## config.mk

```make
export PLATFORM = sky130hd
export DESIGN_NAME = midi2bus
export DESIGN_NICKNAME = d
export VERILOG_FILES = /design/src/rtl/midi_pkg.sv /design/src/rtl/midi_uart_rx.sv /design/src/rtl/midi2bus.sv
export SDC_FILE = /design/constraint.sdc
export NUM_CORES = 1
export LEC_CHECK = 0
export BUFFER_PORTS_ARGS = -buffer_cell sky130_fd_sc_hd__buf_2
export CAP_MARGIN = 20
export CELL_PAD_IN_SITES_DETAIL_PLACEMENT = 1
export CELL_PAD_IN_SITES_GLOBAL_PLACEMENT = 1
export CORE_AREA = 2 2 177 265
export CTS_CLUSTER_DIAMETER = 200
export CTS_CLUSTER_SIZE = 20
export DETAILED_ROUTE_END_ITERATION = 8
export DIE_AREA = 0 0 179 267
export HOLD_SLACK_MARGIN = 0.05
export PLACE_DENSITY = 0.42
export SYNTH_ARGS = -nofsm -noshare
export SYNTH_HDL_FRONTEND = slang
export SYNTH_SLANG_ARGS = --single-unit
export TNS_END_PERCENT = 30
```

## constraint.sdc

```tcl
create_clock -name aclk -period 3.2 [get_ports aclk]
set_input_delay 0.16 -clock aclk [delete_from_list [all_inputs] [get_ports aclk]]
set_output_delay 0.16 -clock aclk [all_outputs]
set_load 0.005 [all_outputs]
```

## src/rtl/midi_pkg.sv

```systemverilog
// midi_pkg: shared MIDI message types, status constants and the data-length lookup
package midi_pkg;

    typedef struct packed {
        logic [3:0] cmd;
        logic [3:0] ch;
        logic [6:0] data1;
        logic [6:0] data2;
    } midi_msg_t;

    typedef enum logic [1:0] {RX_IDLE, RX_START, RX_DATA, RX_STOP} rx_state_t;
    typedef enum logic [1:0] {NO_STATUS, CHAN, SYSCOM, SYSEX} parse_state_t;

    localparam logic [3:0] ST_NOTE_OFF = 4'h8;
    localparam logic [3:0] ST_NOTE_ON  = 4'h9;
    localparam logic [3:0] ST_POLY_AT  = 4'hA;
    localparam logic [3:0] ST_CTRL     = 4'hB;
    localparam logic [3:0] ST_PROG     = 4'hC;
    localparam logic [3:0] ST_CH_AT    = 4'hD;
    localparam logic [3:0] ST_PITCH    = 4'hE;
    localparam logic [7:0] SYS_SOX     = 8'hF0;
    localparam logic [7:0] SYS_EOX     = 8'hF7;

    // Data bytes a status needs before posting; -1 means the status is dropped
    function automatic logic signed [2:0] data_len(input logic [7:0] status);
        case (status[7:4])
            ST_NOTE_OFF, ST_NOTE_ON, ST_POLY_AT, ST_CTRL, ST_PITCH: return 3'sd2;
            ST_PROG, ST_CH_AT: return 3'sd1;
            4'hF:
                case (status[3:0])
                    4'h1, 4'h3: return 3'sd1;
                    4'h2: return 3'sd2;
                    4'h6, 4'h8, 4'hA, 4'hB, 4'hC, 4'hE, 4'hF: return 3'sd0;
                    default: return -3'sd1;
                endcase
            default: return -3'sd1;
        endcase
    endfunction

endpackage

```

## src/rtl/midi_uart_rx.sv

```systemverilog
// midi_uart_rx: oversampling 8N1 receiver with mid-bit sampling and frame-error detection
module midi_uart_rx #(
    parameter int CLK_FREQ   = 100_000_000,
    parameter int BAUD       = 31250,
    parameter int OVERSAMPLE = 16
) (
    input  logic       aclk,
    input  logic       aresetn,
    input  logic       rx,
    output logic [7:0] rx_data,
    output logic       rx_valid,
    output logic       rx_frame_err
);
    import midi_pkg::*;

    localparam int DIV = CLK_FREQ / (BAUD * OVERSAMPLE);
    localparam int PW  = $clog2(DIV + 1);
    localparam int TW  = $clog2(OVERSAMPLE);

    logic [2:0]    sync;
    logic [PW-1:0] pre;
    logic [TW-1:0] tcnt;
    logic [2:0]    bit_idx;
    rx_state_t     state;
    logic          line, fall, tick, mid;

    assign line = sync[1];
    assign fall = sync[2] & ~sync[1];
    assign tick = pre == PW'(DIV - 1);
    assign mid  = tick && tcnt == TW'(OVERSAMPLE / 2 - 1);

    // Synchronise the line, run the tick divider and step the frame FSM at each mid-bit sample
    always_ff @(posedge aclk or negedge aresetn) begin
        if (!aresetn) begin
            sync         <= 3'b111;
            pre          <= '0;
            tcnt         <= '0;
            bit_idx      <= '0;
            state        <= RX_IDLE;
            rx_data      <= '0;
            rx_valid     <= 1'b0;
            rx_frame_err <= 1'b0;
        end else begin
            sync         <= {sync[1:0], rx};
            rx_valid     <= 1'b0;
            rx_frame_err <= 1'b0;
            pre          <= tick ? '0 : pre + PW'(1);
            if (tick) tcnt <= tcnt + TW'(1);
            case (state)
                RX_IDLE: if (fall) begin
                    state <= RX_START;
                    pre   <= '0;
                    tcnt  <= '0;
                end
                RX_START: if (mid) begin
                    state   <= line ? RX_IDLE : RX_DATA;
                    bit_idx <= '0;
                end
                RX_DATA: if (mid) begin
                    rx_data <= {line, rx_data[7:1]};
                    bit_idx <= bit_idx + 3'd1;
                    if (bit_idx == 3'd7) state <= RX_STOP;
                end
                RX_STOP: if (mid) begin
                    rx_valid     <= line;
                    rx_frame_err <= ~line;
                    state        <= RX_IDLE;
                end
            endcase
        end
    end

endmodule

```

## src/rtl/midi2bus.sv

```systemverilog
// midi2bus: MIDI receive path producing MidiBus messages and a SysEx byte stream
module midi2bus #(
    parameter int CLK_FREQ    = 100_000_000,
    parameter int BAUD        = 31250,
    parameter int OVERSAMPLE  = 16,
    parameter int SYSEX_DEPTH = 16
) (
    input  logic       aclk,
    input  logic       aresetn,
    input  logic       midi_uart_in,
    output logic [3:0] midi_cmd,
    output logic [3:0] midi_ch,
    output logic [6:0] midi_data1,
    output logic [6:0] midi_data2,
    output logic       midi_valid,
    input  logic       midi_rd,
    output logic [7:0] sysex_data,
    output logic       sysex_valid,
    output logic       sysex_last,
    input  logic       sysex_rd,
    output logic       rx_frame_err,
    output logic       rx_overflow
);
    import midi_pkg::*;

    localparam int AW = $clog2(SYSEX_DEPTH);

    logic [7:0]        rx_data, status, pend_b, in_b;
    logic              rx_valid, pend_v, in_v, got, need2, post, wr, full, pop, push;
    logic signed [2:0] len;
    logic [6:0]        d1;
    logic [8:0]        wr_data;
    logic [8:0]        mem [SYSEX_DEPTH];
    logic [AW:0]       wp, rp;
    parse_state_t      pstate;
    midi_msg_t         post_msg, msg;

    midi_uart_rx #(.CLK_FREQ(CLK_FREQ), .BAUD(BAUD), .OVERSAMPLE(OVERSAMPLE)) u_rx (
        .aclk(aclk), .aresetn(aresetn), .rx(midi_uart_in),
        .rx_data(rx_data), .rx_valid(rx_valid), .rx_frame_err(rx_frame_err)
    );

    // A status that interrupts SysEx is held one cycle while the closing F7 is written
    assign in_v = rx_valid | pend_v;
    assign in_b = pend_v ? pend_b : rx_data;
    assign len  = data_len(in_b);

    // Parser: each byte becomes a message post, a SysEx FIFO write, or a state update
    always_ff @(posedge aclk or negedge aresetn) begin
        if (!aresetn) begin
            pstate <= NO_STATUS; status <= '0; d1 <= '0; got <= 1'b0; need2 <= 1'b0;
            pend_v <= 1'b0; pend_b <= '0; post <= 1'b0; post_msg <= '0; wr <= 1'b0; wr_data <= '0;
        end else begin
            post   <= 1'b0;
            wr     <= 1'b0;
            pend_v <= 1'b0;
            if (in_v) begin
                if (in_b >= 8'hF8) begin
                    post     <= len == 3'sd0;
                    post_msg <= '{4'hF, in_b[3:0], 7'd0, 7'd0};
                end else if (pstate == SYSEX && in_b[7] && in_b != SYS_EOX) begin
                    wr      <= 1'b1;
                    wr_data <= {1'b1, SYS_EOX};
                    pstate  <= NO_STATUS;
                    pend_v  <= 1'b1;
                    pend_b  <= in_b;
                end else if (in_b == SYS_EOX) begin
                    if (pstate == SYSEX) begin
                        wr      <= 1'b1;
                        wr_data <= {1'b1, SYS_EOX};
                        pstate  <= NO_STATUS;
                    end
                end else if (pstate == SYSEX) begin
                    wr      <= 1'b1;
                    wr_data <= {1'b0, in_b};
                end else if (in_b == SYS_SOX) begin
                    wr      <= 1'b1;
                    wr_data <= {1'b0, SYS_SOX};
                    pstate  <= SYSEX;
                end else if (in_b[7]) begin
                    if (len == 3'sd0) begin
                        post     <= 1'b1;
                        post_msg <= '{in_b[7:4], in_b[3:0], 7'd0, 7'd0};
                        pstate   <= NO_STATUS;
                    end else if (len > 3'sd0) begin
                        status <= in_b;
                        need2  <= len == 3'sd2;
                        got    <= 1'b0;
                        pstate <= in_b[7:4] == 4'hF ? SYSCOM : CHAN;
                    end
                end else if (pstate != NO_STATUS) begin
                    if (need2 && !got) begin
                        d1  <= in_b[6:0];
                        got <= 1'b1;
                    end else begin
                        post     <= 1'b1;
                        post_msg <= '{status[7:4], status[3:0], got ? d1 : in_b[6:0], got ? in_b[6:0] : 7'd0};
                        got      <= 1'b0;
                        if (pstate == SYSCOM) pstate <= NO_STATUS;
                    end
                end
            end
        end
    end

    // Message register: an unread message is kept unless the consumer reads in the same cycle
    always_ff @(posedge aclk or negedge aresetn) begin
        if (!aresetn) begin
            msg        <= '0;
            midi_valid <= 1'b0;
        end else if (post && (!midi_valid || midi_rd)) begin
            msg        <= post_msg;
            midi_valid <= 1'b1;
        end else if (midi_rd) begin
            midi_valid <= 1'b0;
        end
    end

    assign midi_cmd   = msg.cmd;
    assign midi_ch    = msg.ch;
    assign midi_data1 = msg.data1;
    assign midi_data2 = msg.data2;

    assign sysex_valid = wp != rp;
    assign full        = (wp ^ rp) == {1'b1, {AW{1'b0}}};
    assign pop         = sysex_rd && sysex_valid;
    assign push        = wr && (!full || pop);
    assign {sysex_last, sysex_data} = sysex_valid ? mem[rp[AW-1:0]] : 9'd0;

    // SysEx storage; a write into a full FIFO that is also popping reuses the head slot
    always_ff @(posedge aclk) begin
        if (push) mem[wp[AW-1:0]] <= wr_data;
    end

    // SysEx pointers
    always_ff @(posedge aclk or negedge aresetn) begin
        if (!aresetn) begin
            wp <= '0;
            rp <= '0;
        end else begin
            wp <= wp + {{AW{1'b0}}, push};
            rp <= rp + {{AW{1'b0}}, pop};
        end
    end

    // Overflow pulse when a post or a SysEx write finds its buffer full
    always_ff @(posedge aclk or negedge aresetn) begin
        if (!aresetn) rx_overflow <= 1'b0;
        else          rx_overflow <= (post && midi_valid && !midi_rd) || (wr && full && !pop);
    end

endmodule

```

==> impl_metrics.tcl <==
set metrics [dict create \
    placement.io_buffers 39 \
    drt_first_pass_iters 4 \
    ant_nets 0 \
    dp_worst_setup_slack_ns 0.497 \
    post_cts.repair.setup_buffers 0 \
    syn_to_final_growth_pct 13.3 \
    path_class "reg2out" \
    final_nets 799 \
    layout_min_cycle_time_ns 2.78 \
    clockBufferDepth 3 \
    fmax_ghz 0.360 \
    synthArstFlopShare_pct 46.5 \
    vias 6217 \
    cts_resized 0 \
    grt_max_degree 61 \
    die_height_um 267 \
    grt_usage_pct 11.8 \
    hold_path_class "in2async" \
    maxSlewHeadroom_pct 35.2 \
    diodes 0 \
    crit_arrival_ns 2.62 \
    cts_root_buf "clkbuf_16" \
    start_util_pct 24.7 \
    routedWlPerCell_um 19.8 \
    synthCells 732 \
    first_iter_violations 230 \
    numCtsBuffers 17 \
    fin_skew_ns 0.0175 \
    die_w_um 179 \
    syn_area_mm2 0.0112 \
    hold_violations 0 \
    antenna_found_initial 0 \
    p_per_area_mw_per_mm2 534 \
    routed_wirelength_mm 27.4 \
    tns_ns 0 \
    end_kind "output port" \
    grt_pass1_wl_mm 42.7 \
    total_power_mw 6.80 \
    cp-start-kind "register" \
    tightest_slew_ns 0.970 \
    required_ns 3.04 \
    drc 0 \
    syn_avg_cell_area_um2 15.3 \
    viasPerCell 4.50 \
    overflow 0 \
    synth.top_cell.area_share_pct 38.5 \
    setup_viol 0 \
    syn_nets 745 \
    cts_tree "yes" \
    finalInstanceArea_mm2 0.0127 \
    clock_latency_ns 0.50 \
    status "completed" \
    p_leak_nw 5.32 \
    ys_ff_latch 269 \
    core_mm2 0.0455 \
    synth-edff-count 144 \
    min_period_over_period_pct 86.9 \
    hold_slack_ns 0.203 \
    synth_cell_type_count 60 \
    yosysMostFrequentCell "edfxtp_1" \
    clock-sinks 269 \
    die_area_mm2 0.0478 \
    gp_congestion 0.758 \
    htreeDepth 1 \
    synth_common_cells "144 x edfxtp_1, 122 x dfrtp_1, 56 x nand2_1" \
    synthFlopType "edfxtp_1" \
    rows 96 \
    final_core_util_pct 27.9 \
    ys_warn_count 0 \
    placed_cells 1351 \
    synthTopCellsByArea "edfxtp_1 39%, dfrtp_1 27%, mux4_2 9.0%" \
    dpl_cell_area_mm2 0.0122 \
    ys_seq_area_share_pct 66.4 \
    crit_fanout 38 \
    rsz0062_at_grt "false" \
    grt_pass1_vias 7140 \
    slew_violations 0 \
    hpwlAfterDp_mm 19.3 \
    io_pins 40 \
    stdcell_count 1382 \
    cts_hold_buf 4 \
    setup_ws_ns 0.420 \
    drive_above_1_share_pct 24.8 \
    peakVddDrop_mv 0.332 \
    clk_pin_slew_ns 0.09 \
    yosysTopAreaCell "edfxtp_1" \
    cap_violations 0 \
]
## worst paths after layout
kind	endpoint	cells after the start	slack (ns)	start
setup reg to reg	status[0]	7	0.51	pend_v
min in group aclk	u_rx.sync[0]	2	0.31	midi_uart_in
max in group asynchronous	u_rx.sync[2]	3	2.18	aresetn
hold reg to reg	u_rx.sync[1]	0	0.36	u_rx.sync[0]
hold / removal	midi_cmd[2]	2	0.20	aresetn
setup / recovery	sysex_data[5]	5	0.42	rp[1]
## final cells by class
| class | instances | area (µm²) |
|---|---|---|
| clock buffer | 26 | 459 |
| clock inverter | 1 | 16.3 |
| fill | 4833 | 32800 |
| inverter | 7 | 26.3 |
| multi-input combinational | 419 | 3550 |
| sequential | 269 | 7460 |
| tap | 588 | 736 |
| timing repair buffer | 72 | 472 |
## state kept, by name (all words and copies together) (netlist names), 2 cells and up, named ones only
register,flops
u_rx.bit_idx,3
u_rx.sync,3
u_rx.pre,8
midi_cmd,4
pstate,2
post_msg,22
pend_b,8
midi_data1,7
midi_ch,4
status,8
mem,144
rp,5
midi_data2,7
d1,7
u_rx.rx_data,8
u_rx.tcnt,4
wp,5
wr_data,9
## placed cells by master (no fill, tap or decap), drive strengths merged, types with 2 or more instances in the layout
| cell | instances |
|---|---|
| nand4 | 5 |
| nand2b | 8 |
| nand3 | 16 |
| xnor2 | 11 |
| inv | 7 |
| clkbuf | 26 |
| o211ai | 2 |
| xor2 | 9 |
| a22o | 10 |
| ha | 8 |
| o21a | 2 |
| dlygate4sd3 | 4 |
| a21o | 3 |
| mux2i | 10 |
| nor2b | 13 |
| nor3b | 2 |
| dfrtp | 122 |
| mux2 | 49 |
| nand2 | 56 |
| mux4 | 45 |
| buf | 68 |
| nor3 | 11 |
| nand3b | 5 |
| dfstp | 3 |
| a31oi | 6 |
| o22ai | 9 |
| nor2 | 54 |
| a21oi | 18 |
| and3 | 10 |
| edfxtp | 144 |
| o21ai | 39 |
| a2111oi | 2 |
## cells by family (layout without fill, tap and decap cells)
logic type / Yosys count / count (layout) / synth area share (%)
and+or+nand+nor: 188 / 188 / 8.33
muxes: 104 / 104 / 15.3
buffers and inverters: 44 / 106 / 1.93
adders and majority gates: 8 / 8 / 0.892
AOI/OAI and AO/OA: 99 / 99 / 5.54
xor gates and xnor gates: 20 / 20 / 1.56
DFF: 269 / 269 / 66.4
## routing by layer
metal  vias up  wire (µm)  GRT usage, %
li1       2843          -             -
met1      3272      10700          13.1
met2        68      15400          22.8
met3        34        614          1.35
met4         0        635          3.58
met5         -          0             0
## worst max-delay path, cell delays in order (launching register included)
cell and delay, ns:
dfrtp_1 0.38, buf_4 0.51, mux4_2 0.43, mux4_2 0.48
nor2b_1 0.16, buf_2 0.13
## report_power, final
part / switching, mW / internal, mW / leakage, nW
combinational: 0.483 / 0.370 / 1.70
clock: 1.15 / 1.01 / 0.227
sequential: 0.0923 / 3.70 / 3.39
(Power assumes the default switching activity.)
